File: src/rtl/enemy_fire_scheduler.sv
// Round-robin enemy fire scheduler: one fire attempt every FIRE_PERIOD
// frames, one enemy examined per cycle, launch offered on a valid/ready pair.
module enemy_fire_scheduler #(
   parameter int ENEMY_COUNT = 17,
   parameter int SLOT_COUNT  = 4,
   parameter int FIRE_PERIOD = 30,
   localparam int EW = (ENEMY_COUNT > 1) ? $clog2(ENEMY_COUNT) : 1,
   localparam int SW = (SLOT_COUNT > 1) ? $clog2(SLOT_COUNT) : 1
) (
   input  logic                   clk25,
   input  logic                   reset,
   input  logic                   frame_tick,
   input  logic                   enable,
   input  logic [ENEMY_COUNT-1:0] enemy_alive,
   input  logic [SLOT_COUNT-1:0]  slot_busy,
   output logic                   launch_valid,
   input  logic                   launch_ready,
   output logic [SW-1:0]          launch_slot,
   output logic [EW-1:0]          launch_enemy,
   output logic [7:0]             fire_count
);

   typedef enum logic [1:0] {
      IDLE  = 2'd0,
      SCAN  = 2'd1,
      GRANT = 2'd2
   } state_t;

   localparam logic [7:0]    PER_LAST = 8'(FIRE_PERIOD - 1);
   localparam logic [EW-1:0] IDX_LAST = EW'(ENEMY_COUNT - 1);

   state_t        state_q, state_d;
   logic [7:0]    per_q, per_d;
   logic [EW-1:0] rr_ptr_q, rr_ptr_d;
   logic [EW-1:0] scan_idx_q, scan_idx_d;
   logic [EW-1:0] scan_cnt_q, scan_cnt_d;
   logic [SW-1:0] slot_q, slot_d;
   logic [EW-1:0] enemy_q, enemy_d;
   logic [7:0]    fire_cnt_q, fire_cnt_d;

   logic          cur_alive;
   logic          any_free;
   logic [SW-1:0] free_slot;

   function automatic logic [EW-1:0] wrap_inc(input logic [EW-1:0] v);
      return (v == IDX_LAST) ? '0 : v + 1'b1;
   endfunction

   always_comb begin
      cur_alive = 1'b0;
      for (int e = 0; e < ENEMY_COUNT; e++) begin
         if (scan_idx_q == EW'(e)) cur_alive = enemy_alive[e];
      end
   end

   // Downward walk so the lowest free index wins.
   always_comb begin
      free_slot = '0;
      for (int s = SLOT_COUNT - 1; s >= 0; s--) begin
         if (!slot_busy[s]) free_slot = SW'(s);
      end
      any_free = ~&slot_busy;
   end

   always_comb begin
      state_d    = state_q;
      per_d      = per_q;
      rr_ptr_d   = rr_ptr_q;
      scan_idx_d = scan_idx_q;
      scan_cnt_d = scan_cnt_q;
      slot_d     = slot_q;
      enemy_d    = enemy_q;
      fire_cnt_d = fire_cnt_q;
      unique case (state_q)
         IDLE: begin
            if (frame_tick && enable) begin
               if (per_q == PER_LAST) begin
                  per_d      = '0;
                  scan_idx_d = rr_ptr_q;
                  scan_cnt_d = '0;
                  state_d    = SCAN;
               end else begin
                  per_d = per_q + 8'd1;
               end
            end
         end
         SCAN: begin
            if (cur_alive) begin
               if (any_free) begin
                  enemy_d = scan_idx_q;
                  slot_d  = free_slot;
                  state_d = GRANT;
               end else begin
                  state_d = IDLE;
               end
            end else begin
               scan_idx_d = wrap_inc(scan_idx_q);
               scan_cnt_d = scan_cnt_q + 1'b1;
               if (scan_cnt_q == IDX_LAST) state_d = IDLE;
            end
         end
         GRANT: begin
            // Held until accepted; nothing but the handshake leaves here.
            if (launch_ready) begin
               rr_ptr_d   = wrap_inc(enemy_q);
               fire_cnt_d = fire_cnt_q + 8'd1;
               state_d    = IDLE;
            end
         end
         default: state_d = IDLE;
      endcase
   end

   always_ff @(posedge clk25) begin
      if (reset) begin
         state_q    <= IDLE;
         per_q      <= '0;
         rr_ptr_q   <= '0;
         scan_idx_q <= '0;
         scan_cnt_q <= '0;
         slot_q     <= '0;
         enemy_q    <= '0;
         fire_cnt_q <= '0;
      end else begin
         state_q    <= state_d;
         per_q      <= per_d;
         rr_ptr_q   <= rr_ptr_d;
         scan_idx_q <= scan_idx_d;
         scan_cnt_q <= scan_cnt_d;
         slot_q     <= slot_d;
         enemy_q    <= enemy_d;
         fire_cnt_q <= fire_cnt_d;
      end
   end

   assign launch_valid = (state_q == GRANT);
   assign launch_slot  = slot_q;
   assign launch_enemy = enemy_q;
   assign fire_count   = fire_cnt_q;

endmodule

File: config.mk
export PLATFORM = sky130hd
export DESIGN_NAME = enemy_fire_scheduler
export DESIGN_NICKNAME = d
export VERILOG_FILES = /design/src/rtl/enemy_fire_scheduler.sv
export SDC_FILE = /design/constraint.sdc
export NUM_CORES = 1
export LEC_CHECK = 0
export CAP_MARGIN = 20
export CORE_ASPECT_RATIO = 0.75
export CORE_MARGIN = 4
export CORE_UTILIZATION = 40
export CTS_CLUSTER_DIAMETER = 60
export DETAILED_ROUTE_END_ITERATION = 12
export REMOVE_ABC_BUFFERS = 1
export SYNTH_ARGS = -nofsm -noshare
export SYNTH_HDL_FRONTEND = slang
export SYNTH_SLANG_ARGS = --single-unit
File: constraint.sdc
create_clock -name clk25 -period 3.3 [get_ports clk25]
set_clock_uncertainty 0.2 [all_clocks]
set_input_delay 0.33 -clock clk25 [delete_from_list [all_inputs] [get_ports clk25]]
set_output_delay 0.33 -clock clk25 [all_outputs]
set_load 0.005 [all_outputs]
==> run metrics <==
final hold violation count 0; ANT nets after route 0; Worst Hold Path EP scan_cnt_q[4]; reg-to-reg startpoint scan_idx_q[1]; max-slew violation count 0; Main synth FF type dfxtp_1; # setup viols final 0; Synth Area in Compound Gates 24.4%; mean post-synth cell area ~8.4 um2; Setup TNS 0 ps; fin util 53.6%; # hold bufs at CTS 0; Slew Limit Headroom a little under two thirds; largest net degree at the start of global routing 32; Netlist cell types 54; area share of and/or/nand/nor cells after synthesis 25.9%; die area 0.00722 mm2; Clk Latency, worst-skew pair approximately 300 ps; initial antenna violation count 0; Ant. Diodes 0; die height 74.6 um; Pleak 0.991 nW; sw frac 22.1%; number of cells on the worst reg-to-reg path 9; Max VDD drop 0.202 mV; status completed; commonest non-fill, non-tap cell in the layout clkdlybuf4s50_1; synth warn 0; IO Count 42; Post-Route WL 6000 um; post-CTS setup buffer count 0; CTS tree done; Setup Crit Path Kind reg2reg; post-synthesis sequential area ratio approximately 34%; CP Max Fanout 12; # Max-Cap Violations 0; Pwr Density 332 mW/mm2; WL per Instance 15.1 um; Clock Tree Buf Depth 2; Starting Density 42.8%; max frequency about 0.34 GHz; Fin Hold WS 276 ps; H-tree depth 2; core box area ~0.0055 mm2; asr flop ratio synth 0%; R2R setup slack 340 ps; post-cts resize count 0; hold path start scan_cnt_q[4]; Overall Global Routing Usage 17.4%; reg-to-reg endpoint scan_idx_q[2]; Reg power frac 49.3%; area grow syn2layout 25.1%; Worst Path Arrival 2930 ps; fillcell total about 540; worst path required time 3280 ps; part of the cycle the worst path needs between 80% and 90%; shortest period the worst path allows 2960 ps; vias in the first global route 2039; most frequent cells in the layout clkdlybuf4s50_1 (41), dfxtp_1 (40), nor2_1 (31), nand2_1 (21), a21oi_1 (21); slew at the pin closest to its max-slew limit 535 ps; xor and xnor area share after synthesis 4.81%; Post-synth EDFFs 0; power share of the clock group 44.3%; via total after detailed routing 2127; GPL Wtd Cong between 0.7 and 0.8; grt total ovfl 0; critical path endpoint category register; Die X 96.8 um; cell count after synthesis around 280; via/cell ratio around 5.3; dpl hpwl between 4000 and 5000 um; global-route wire length before repair 10100 um; Worst Hold Class reg2reg; Clock transition at path regs 90 ps; fin nets 360; Num CTS Buffers 5; post-synthesis mux area share 0.423%; adder-cell area share of the yosys netlist 6.35%; Setup crit start kind register; FP Rows 23; Switch Pwr around 0.00022 W; DRT Pass-1 Iters 4; Mapped Area 0.00236 mm2; DR iter-0 viols 120; internal power 0.000766 W; share of cells above drive strength 1 7.43%; hold path depth 1; RSZ-0062 raised after global routing false; Clock Tree Root clkbuf_8; FF+latch count, synth 40; # DRC 0; Combinational Power Share under 10%; Sink Count 40; largest family of logic cells by synthesized area simple AND/OR/NAND/NOR gates; # port buffers 41
-- critical path, cell delays in order, from the launching register on --
cell and delay [ps]:
dfxtp_1 460, ha_1 430, and3_1 220, ha_1 190, nor3_1 60, a221oi_1 360, o21a_1 260, a21boi_2 130
o311ai_0 390, o31ai_1 130
-- power groups by stage --
stage / clock network (W) / registers, W / logic (W)
finish: 0.000435 / 0.000485 / 0.0000629
global route: 0.000465 / 0.000485 / 0.0000689
CTS: 0.000441 / 0.000485 / 0.0000630
global placement: 0 / 0.000496 / 0.0000628
detailed placement: 0 / 0.000496 / 0.0000625
floorplan: 0 / 0.000496 / 0.0000190
-- flip-flops by register name, indices dropped and copies added (netlist names) --
signal	cells
launch_enemy	5
state_q	2
scan_idx_q	5
rr_ptr_q	5
scan_cnt_q	5
fire_count	8
per_q	8
launch_slot	2
-- stage by stage --
| step | setup slack, ps | instances | area [um2] | total power [W] |
|---|---|---|---|---|
| floorplan | 778 | 273 | 2330 | 0.000515 |
| global placement | 543 | 390 | 2840 | 0.000559 |
| detailed placement | 371 | 390 | 2840 | 0.000559 |
| CTS | 365 | 398 | 2960 | 0.000989 |
| global route | 131 | 398 | 2960 | 0.00102 |
| finish | 342 | 398 | 2960 | 0.000983 |
-- per-layer routing --
| metal | up-vias | routed length [um] | GRT usage [%] |
|---|---|---|---|
| met5 | - | 0 | 0 |
| met4 | 0 | 82 | 6.70 |
| met3 | 9 | 432 | 4.87 |
| met2 | 65 | 2310 | 24.7 |
| met1 | 944 | 3170 | 24.9 |
| li1 | 1109 | - | - |
-- cell type report --
type                            count  area, um2  share of cell area (%)
Tap cell                           75       93.8                    3.17
Timing Repair Buffer               42        418                    14.1
Clock buffer                        6       82.6                    2.79
Inverter                           16       60.1                    2.03
Sequential cell                    40        801                    27.1
Clock inverter                      2       38.8                    1.31
Multi-Input combinational cell    217       1470                    49.5
-- cells by family after synthesis --
logic type / Yosys count
and+or+nand+nor: 114
adders and majority gates: 12
muxes: 1
xor gates and xnor gates: 13
DFF: 40
buffers and inverters: 24
AOI/OAI and AO/OA: 77
-- worst max-delay path by stage --
stage                       start             to  slack, ps  cells after the start
floorplan           scan_idx_q[0]  scan_idx_q[2]        780                      9
global placement    scan_idx_q[1]  scan_cnt_q[4]        540                      9
detailed placement  scan_idx_q[1]  scan_idx_q[2]        370                      9
CTS                 scan_idx_q[1]  scan_idx_q[2]        370                      9
global route        scan_idx_q[1]  scan_cnt_q[2]        130                      9
finish              scan_idx_q[1]  scan_idx_q[2]        340                      9
-- Yosys cell counts, types with 3 or more instances --
master	instances	share of area [%]
dfxtp_1	40	34
nor2_1	31	4.9
a21oi_1	21	4.4
nand2_1	21	3.3
inv_1	16	2.5
o21ai_0	15	3.2
ha_1	12	6.3
nand3_1	12	2.5
xor2_1	11	4.1
nand4_1	9	2.4
nor3_1	7	1.5
a22oi_1	6	1.9
a311oi_1	5	1.9
clkbuf_1	5	0.79
nand2b_1	5	1.3
nor2b_1	5	1.3
and2_1	4	1.1
o311ai_0	4	1.5
a211oi_1	3	0.95
and3_1	3	0.79
o31ai_1	3	0.95
No activity file was read; power rests on OpenSTA's default activity.
